### src/rtl/insn_fetch_bridge_pkg.sv
// Shared widths and sizing for the instruction fetch bridge.
// Word addresses drop the two byte-offset bits of ADDR_WIDTH.
package insn_fetch_bridge_pkg;

   localparam int ADDR_WIDTH            = 32;
   localparam int INSN_WIDTH            = 32;
   localparam int FETCH_REQ_DEPTH       = 4;
   localparam int FETCH_MAX_OUTSTANDING = 4;

   // The counter must be able to hold MAX_OUTSTANDING itself, hence the extra bit.
   function automatic int cnt_width(input int max_out);
      return $clog2(max_out) + 1;
   endfunction

endpackage

### src/rtl/fetch_addr_fifo.sv
// Synchronous word-address FIFO. Push and pop may happen in the same cycle, including when full.
// Pointers carry one extra MSB so that full and empty can be told apart.
module fetch_addr_fifo #(
   parameter int WIDTH = 30,
   parameter int DEPTH = 4
) (
   input  logic             clk,
   input  logic             rst,
   input  logic             push_i,
   input  logic [WIDTH-1:0] data_i,
   input  logic             pop_i,
   output logic             full_o,
   output logic             empty_o,
   output logic [WIDTH-1:0] head_o
);

   localparam int PW = $clog2(DEPTH);

   logic [WIDTH-1:0] mem_q [DEPTH];
   logic [PW:0]      wr_q, wr_d;
   logic [PW:0]      rd_q, rd_d;
   logic             do_push;
   logic             do_pop;

   assign empty_o = (wr_q == rd_q);
   assign full_o  = (wr_q[PW] != rd_q[PW]) && (wr_q[PW-1:0] == rd_q[PW-1:0]);
   assign do_pop  = pop_i && !empty_o;
   // A pop in the same cycle frees the slot the push needs.
   assign do_push = push_i && (!full_o || do_pop);
   assign head_o  = mem_q[rd_q[PW-1:0]];

   always_comb begin
      wr_d = wr_q;
      rd_d = rd_q;
      if (do_push) wr_d = wr_q + (PW+1)'(1);
      if (do_pop)  rd_d = rd_q + (PW+1)'(1);
   end

   always_ff @(posedge clk) begin
      if (rst) begin
         wr_q <= '0;
         rd_q <= '0;
      end else begin
         wr_q <= wr_d;
         rd_q <= rd_d;
      end
   end

   always_ff @(posedge clk) begin
      if (do_push) mem_q[wr_q[PW-1:0]] <= data_i;
   end

endmodule

### src/rtl/insn_fetch_bridge.sv
// Bridges the core's fetch port to an in-order req/gnt + rvalid instruction memory bus.
// Requests are queued, issued with a bounded number in flight, and returned with their address.
module insn_fetch_bridge
   import insn_fetch_bridge_pkg::*;
#(
   parameter int ADDR_WIDTH      = insn_fetch_bridge_pkg::ADDR_WIDTH,
   parameter int INSN_WIDTH      = insn_fetch_bridge_pkg::INSN_WIDTH,
   parameter int REQ_DEPTH       = FETCH_REQ_DEPTH,
   parameter int MAX_OUTSTANDING = FETCH_MAX_OUTSTANDING
) (
   input  logic                  clk,
   input  logic                  rst,
   input  logic                  insn_fetch_en,
   input  logic [ADDR_WIDTH-3:0] insn_fetch_addr,
   output logic                  insn_fetch_valid,
   output logic [INSN_WIDTH-1:0] insn_fetch_data,
   output logic [ADDR_WIDTH-3:0] insn_fetched_addr,
   output logic                  mem_req,
   output logic [ADDR_WIDTH-3:0] mem_addr,
   input  logic                  mem_gnt,
   input  logic                  mem_rvalid,
   input  logic [INSN_WIDTH-1:0] mem_rdata,
   output logic                  ovf_err,
   output logic                  rsp_err
);

   localparam int AW = ADDR_WIDTH - 2;
   localparam int CW = cnt_width(MAX_OUTSTANDING);
   localparam logic [CW-1:0] MAX_CNT = CW'(MAX_OUTSTANDING);

   logic          req_full, req_empty, infl_full, infl_empty;
   logic [AW-1:0] req_head, infl_head;
   logic          grant, req_push, rsp_pop;

   logic [CW-1:0]         cnt_q, cnt_d;
   logic                  valid_q, valid_d;
   logic [INSN_WIDTH-1:0] data_q, data_d;
   logic [AW-1:0]         addr_q, addr_d;
   logic                  ovf_q, ovf_d;
   logic                  rsp_q, rsp_d;

   // Issue is driven only by registered state, so req/addr hold steady until granted.
   assign mem_req  = !req_empty && (cnt_q < MAX_CNT) && !infl_full;
   assign mem_addr = mem_req ? req_head : '0;
   assign grant    = mem_req && mem_gnt;
   assign req_push = insn_fetch_en && (!req_full || grant);
   assign rsp_pop  = mem_rvalid && (cnt_q != '0) && !infl_empty;

   fetch_addr_fifo #(.WIDTH(AW), .DEPTH(REQ_DEPTH)) u_req_q (
      .clk     (clk),
      .rst     (rst),
      .push_i  (req_push),
      .data_i  (insn_fetch_addr),
      .pop_i   (grant),
      .full_o  (req_full),
      .empty_o (req_empty),
      .head_o  (req_head)
   );

   fetch_addr_fifo #(.WIDTH(AW), .DEPTH(MAX_OUTSTANDING)) u_infl_q (
      .clk     (clk),
      .rst     (rst),
      .push_i  (grant),
      .data_i  (req_head),
      .pop_i   (rsp_pop),
      .full_o  (infl_full),
      .empty_o (infl_empty),
      .head_o  (infl_head)
   );

   always_comb begin
      cnt_d   = cnt_q + CW'(grant) - CW'(rsp_pop);
      valid_d = rsp_pop;
      data_d  = data_q;
      addr_d  = addr_q;
      if (rsp_pop) begin
         data_d = mem_rdata;
         addr_d = infl_head;
      end
      // Both error flags are sticky until reset.
      ovf_d = ovf_q | (insn_fetch_en && !req_push);
      rsp_d = rsp_q | (mem_rvalid && !rsp_pop);
   end

   always_ff @(posedge clk) begin
      if (rst) begin
         cnt_q   <= '0;
         valid_q <= 1'b0;
         data_q  <= '0;
         addr_q  <= '0;
         ovf_q   <= 1'b0;
         rsp_q   <= 1'b0;
      end else begin
         cnt_q   <= cnt_d;
         valid_q <= valid_d;
         data_q  <= data_d;
         addr_q  <= addr_d;
         ovf_q   <= ovf_d;
         rsp_q   <= rsp_d;
      end
   end

   assign insn_fetch_valid  = valid_q;
   assign insn_fetch_data   = data_q;
   assign insn_fetched_addr = addr_q;
   assign ovf_err           = ovf_q;
   assign rsp_err           = rsp_q;

endmodule

### config.mk
export PLATFORM = sky130hd
export DESIGN_NAME = insn_fetch_bridge
export DESIGN_NICKNAME = d
export VERILOG_FILES = /design/src/rtl/insn_fetch_bridge_pkg.sv /design/src/rtl/fetch_addr_fifo.sv /design/src/rtl/insn_fetch_bridge.sv
export SDC_FILE = /design/constraint.sdc
export NUM_CORES = 1
export LEC_CHECK = 0
export BUFFER_PORTS_ARGS = -buffer_cell sky130_fd_sc_hd__buf_2
export CAP_MARGIN = 20
export CORE_MARGIN = 4
export CORE_UTILIZATION = 61
export DETAILED_ROUTE_END_ITERATION = 10
export PLACE_DENSITY = 0.84
export SLEW_MARGIN = 10
export SYNTH_ARGS = -nofsm -noshare
export SYNTH_HDL_FRONTEND = slang
export SYNTH_SLANG_ARGS = --single-unit
### constraint.sdc
create_clock -name clk -period 8.75 [get_ports clk]
set_input_delay 0 -clock clk [delete_from_list [all_inputs] [get_ports clk]]
set_output_delay 0 -clock clk [all_outputs]
set_load 0.01 [all_outputs]
Word level (Yosys, flattened, before mapping)
Memories as Yosys holds them, arrays and structs flattened. A register that Yosys moved wholly into a read port is not among the register bits.
Index checks and enable logic that the tools add are counted.

operators by class
  $add $sub $neg = 6
  magnitude comparators = 1
  equal/unequal tests = 6
  muxes and demuxes = 7
  bitwise logic cells = 2
  reduce and logical (&&, ||, !) cells = 24

operators by type and width
  kind                                               count
  2-to-1 mux 30 bit                                  1
  logical AND 1 bit                                  14
  adder 3 x 1 -> 3 bit, second input constant        4
  == test 3 bit                                      2
  zero test 1 bit                                    6
  == test 2 bit                                      2
  2-to-1 mux 1 bit                                   4
  2-to-1 mux 2 bit                                   2
  adder 3 x 1 -> 3 bit                               1
  logical OR 1 bit                                   3
  less-than comparator 3 bit, second input constant  1
  nonzero test 3 bit                                 1
  subtractor 3 x 1 -> 3 bit                          1
  != test 1 bit                                      2
  OR 1 bit                                           2

storage, ports and cells
  register bits after elaboration = 50
  RAM bits = 240
  input port bits = 67
  output and inout bits = 96
  word-level logic and storage cells = 57
  memories kept = 2

memory list
  memory          words  width  read ports  clocked after memory_dff  wr ports  RTL line               RTL
  u_infl_q.mem_q  4      30     1           1                         1         fetch_addr_fifo.sv:19  logic [WIDTH-1:0] mem_q [DEPTH];
  u_req_q.mem_q   4      30     1           1                         1         fetch_addr_fifo.sv:19

Depth between registers and ports, before layout
  word-level depth = 10
  depth in mapped cells = 14
  mapped depth without buffers = 11

Modules after synthesis
From an unflattened synthesis, not the netlist that was laid out.

second synthesis, totals
  cell total of the unflattened synthesis = 754
  area, all modules = 13028.7 µm²

by module, submodules not included
  module             instances  cells an instance  area each (µm²)  sequential area each (µm²)
  fetch_addr_fifo    2          211                4854.7           3763.6
  insn_fetch_bridge  1          332                3319.4           1361.3

Worst setup path after synthesis
No wires, ideal clock.

  path kind = flip-flop to flip-flop
  from = register u_infl_q.rd_q[1]
  to = register u_infl_q.wr_q[2]
  setup time = 123 ps
  arrival = 2664 ps
  required time = 8627 ps
  slack = 5963 ps
  stages on the path, launching flop included = 6
  path buffers = 1
  clock period less this slack = 2787 ps
  path through = dfxtp_1 buf_2 xor2_1 o311ai_4 nor3b_2 mux2_1

on the way
  cells in the longest elaborated chain, start to end = 6
  elaborated cells on any way between the ends = 11
  classes of those cells = 2 x eq/ne; 9 x reduce/logical

RTL lines
  element                                                RTL line                                                                 RTL
  start: declaration                                     fetch_addr_fifo.sv:21                                                    logic [PW:0] rd_q, rd_d;
  start signal: assignment                               fetch_addr_fifo.sv:45                                                    rd_q <= rd_d;
  == test 3 bit or == test 2 bit (tied branches)         fetch_addr_fifo.sv:25, fetch_addr_fifo.sv:26
  zero test 1 bit or logical AND 1 bit (tied branches)   fetch_addr_fifo.sv:27, insn_fetch_bridge.sv:47, fetch_addr_fifo.sv:26
  logical AND 1 bit or zero test 1 bit (tied branches)   insn_fetch_bridge.sv:47, fetch_addr_fifo.sv:29, insn_fetch_bridge.sv:43
  logical AND 1 bit (on tied branches)                   fetch_addr_fifo.sv:27, insn_fetch_bridge.sv:43
  logical OR 1 bit or logical AND 1 bit (tied branches)  fetch_addr_fifo.sv:29, insn_fetch_bridge.sv:45
  logical AND 1 bit *                                    fetch_addr_fifo.sv:29                                                    assign do_push = push_i && (!full_o || do_pop);
  end signal: assignment                                 fetch_addr_fifo.sv:44                                                    wr_q <= wr_d;
  end: declaration                                       fetch_addr_fifo.sv:20                                                    logic [PW:0] wr_q, wr_d;

Mark *: on every way between the ends. The rest lies on a longest branch, timed or not.
A chain may end at the register's enable or synchronous reset.

Worst setup path after layout
  from = register u_infl_q.rd_q[1]
  to = register cnt_q[2]

on the way
  cells in the longest elaborated chain, start to end = 7
  elaborated cells on any way between the ends = 10
  classes of those cells = 2 x add/sub; 2 x eq/ne; 6 x reduce/logical

RTL lines
  element                      RTL line                 RTL
  == test 2 bit                fetch_addr_fifo.sv:26    assign full_o = (wr_q[PW] != rd_q[PW]) && (wr_q[PW-1:0] == rd_q[PW-1:0]);
  logical AND 1 bit            fetch_addr_fifo.sv:26
  zero test 1 bit              insn_fetch_bridge.sv:43  assign mem_req = !req_empty && (cnt_q < MAX_CNT) && !infl_full;
  logical AND 1 bit            insn_fetch_bridge.sv:43
  logical AND 1 bit            insn_fetch_bridge.sv:45  assign grant = mem_req && mem_gnt;
  adder 3 x 1 -> 3 bit         insn_fetch_bridge.sv:72  cnt_d = cnt_q + CW'(grant) - CW'(rsp_pop);
  subtractor 3 x 1 -> 3 bit *  insn_fetch_bridge.sv:72
  end signal: assignment       insn_fetch_bridge.sv:94  cnt_q <= cnt_d;
  end: declaration             insn_fetch_bridge.sv:35  logic [CW-1:0] cnt_q, cnt_d;

Marks and branches as above.

==> impl_results.md <==
* Via/cell ratio at 5.72
* Count of state elements after synthesis at 322
* Final setup fails at 0
* WS Path Type: reg2reg
* PortBufs at 162
* PwrDens at 254 nW/um^2
* Most common cell in the netlist: edfxtp_1
* First-pass GRT wire length at 41200 um
* Worst EP required at 9.15 ns
* Worst Hold Class: in2reg
* DR iter-0 viols at 627
* CTS resizes at 0
* Vias at 7219
* Pin count of the biggest net entering global routing at 89
* Die area at 22100 um^2
* CTS tree: built
* All-layer global routing usage at 24.3%
* Family with the most delay on the worst path: buffers and inverters
* P&R area growth vs syn at 23.1%
* Cell Rows at 51
* Mapped Area at 12100 um^2
* Power Total at 3.78 mW
* Buf/Inv on CP at 4
* Final Hold Viols at 0
* RSZ-0062 raised after global routing: no
* Critical-path top delay cell: xor2_1
* Worst vdd ir at 0.240 mV
* Cell chain of the critical path: buf_4, xor2_1, o31ai_4, inv_2, ha_1, inv_1, ha_1, inv_1, fa_1, xnor2_1, xnor2_1, nor2_1
* Core ar. at 19500 um^2
* Distinct cells, synth at 35
* Number of cells on the worst reg-to-reg path at 12
* Cells after synthesis at 736
* Residual DRC at 0
* Top cells by area, synth: edfxtp_1 60%, dfxtp_1 14%, mux4_2 11%
* Rel. slew slack at 38.7%
* Die Y at 149 um
* Initial antenna violation count at 0
* Postcts setup bufs at 0
* Critical path depth in cells at 12
* First-pass DRT Iterations at 4
* H-tree depth at 1
* Synth top cells by count: 240 x edfxtp_1, 127 x nand2_1, 82 x dfxtp_1
* Vias in the first global route at 7311
* Gpl congestion at 0.766
* Max-slew violations at 0
* Most area-hungry cell type in the Yosys netlist: edfxtp_1
* Setup_tns at 0 ns
* Crit end category: flop
* Final HPWL DP at 14700 um
* Top cell type's share of synthesized area at 59.6%
* P_leak at 5.33 nW
* Syn nets at 816
* I/O pin cnt at 163
* Skew-Pair Late Insertion Delay at 0.56 ns
* Detail Route Antenna Nets at 0
* CTS buffer count at 31
* Clock slew at reported path FFs at 0.06 ns
* Post-synth ARST share at 0%
* Outcome: completed
* GR Overflow Total at 0
* Hold path depth at 3
* Post-synth EDFFs at 240
* Antenna cells at 0
* Die Span X at 149 um
* Max Fclk at 326 MHz
* TritonCTS Sinks at 322
* Max_cap viols at 0
* CTS root buffer: clkbuf_16
* CTS max path bufs at 3
* Worst Skew at 0.0225 ns
* Post-synth top flop: edfxtp_1
* Layout Nets at 1053
* Fraction of layout cells with a size suffix above 1 at 30.2%
* Fill cells at 1053
* Worst Path Max Fanout at 33
* Worst slew pin tran at 0.919 ns
* Routed WL at 26900 um
* Slowest stage delay, CP at 0.47 ns
* Critical Path Start Type: flop
* CTS Hold Bufs at 66
* Drt wl/cell at 21.3 um
* Syn avg cell area at 16.4 um^2
* Sequential-to-total area share from yosys stat at 73.2%
* Synth warn at 0
* Crit path DAT at 3.47 ns
* Final period util at 35.1%
* Period minus WS final at 3.07 ns
* Starting Density at 62.1%
-- state kept, by name, summed over array words and instances, names as in the netlist, named ones only --
name and flops:
insn_fetched_addr 30, insn_fetch_valid 1, cnt_q 3, u_req_q.wr_q 3, ovf_err 1, u_infl_q.mem_q 120
rsp_err 1, u_req_q.mem_q 120, insn_fetch_data 32, u_req_q.rd_q 3, u_infl_q.rd_q 3, u_infl_q.wr_q 3
-- layout by cell type, fill, tap and decap left out, types with 6 or more instances in the layout --
cell / Yosys / layout
dfxtp_1: 82 / 80
nor2_1: 14 / 14
buf_2: 20 / 162
nor2b_1: 34 / 34
clkinv_2: 0 / 6
a21oi_1: 66 / 66
edfxtp_1: 240 / 240
buf_4: 2 / 14
dlygate4sd3_1: 0 / 66
nand2_1: 127 / 127
inv_1: 12 / 11
xor2_1: 6 / 6
mux4_2: 60 / 60
clkbuf_16: 0 / 31
ha_1: 12 / 12
and2_1: 6 / 6
-- worst min-delay path: stages --
cell and delay (ns):
buf_2 0.09, buf_4 0.36, nor2_1 0.18
-- metal layers --
layer  part of all wire, %  track usage (%)
met4                   3.8             9.06
met2                    50             41.6
met1                    38             31.8
met5                     0                0
met3                   7.8             4.31
-- path summary, 6_finish.rpt --
path                              start  slack [ns]                     to
setup reg to reg       u_infl_q.rd_q[1]        5.68               cnt_q[2]
setup / recovery       u_infl_q.rd_q[1]        5.68               cnt_q[2]
hold / removal                      rst        0.14                ovf_err
hold reg to reg   insn_fetched_addr[25]        0.45  insn_fetched_addr[25]
-- report_power, final --
| group | internal (mW) | switching, mW |
|---|---|---|
| combinational | 0.271 | 0.388 |
| clock | 0.733 | 0.551 |
| sequential | 1.80 | 0.0433 |
-- final cells by class --
cell class | instances | area (um^2) | area share [%]
multi-input cells | 362 | 3040 | 20.4
clock inverters | 23 | 180 | 1.21
repair buffers | 244 | 1620 | 10.9
clock buffers | 35 | 821 | 5.51
inverters | 12 | 45.0 | 0.303
flip-flops and latches | 322 | 8850 | 59.5
well taps | 265 | 332 | 2.23
-- per-stage QoR --
stage / cell area [um^2] / util, % / setup slack, ns / hold slack, ns / cells
3_5_place_dp: 13200 / 67.7 / 5.07 / 0.217 / 1137
5_1_grt: 14900 / 76.5 / 5.49 / 0.178 / 1263
3_3_place_gp: 13200 / 67.7 / 5.16 / 0.215 / 1137
2_1_floorplan: 12100 / - / 5.96 / 0.0989 / 736
6_report: 14900 / 76.5 / 5.68 / 0.142 / 1263
4_1_cts: 14800 / 76.3 / 5.03 / 0.144 / 1261
-- kinds of logic after synthesis --
group / after synthesis / share of synthesized area, %
multiplexers: 68 / 11.9
AND/OR/NAND/NOR: 195 / 7.31
XOR/XNOR: 11 / 0.797
buffers and inverters: 52 / 1.88
flip-flops: 322 / 73.2
adder cells (fa/ha/maj): 13 / 1.41
AO/OA/AOI/OAI: 75 / 3.51
No activity file was read; power rests on OpenSTA's default activity.
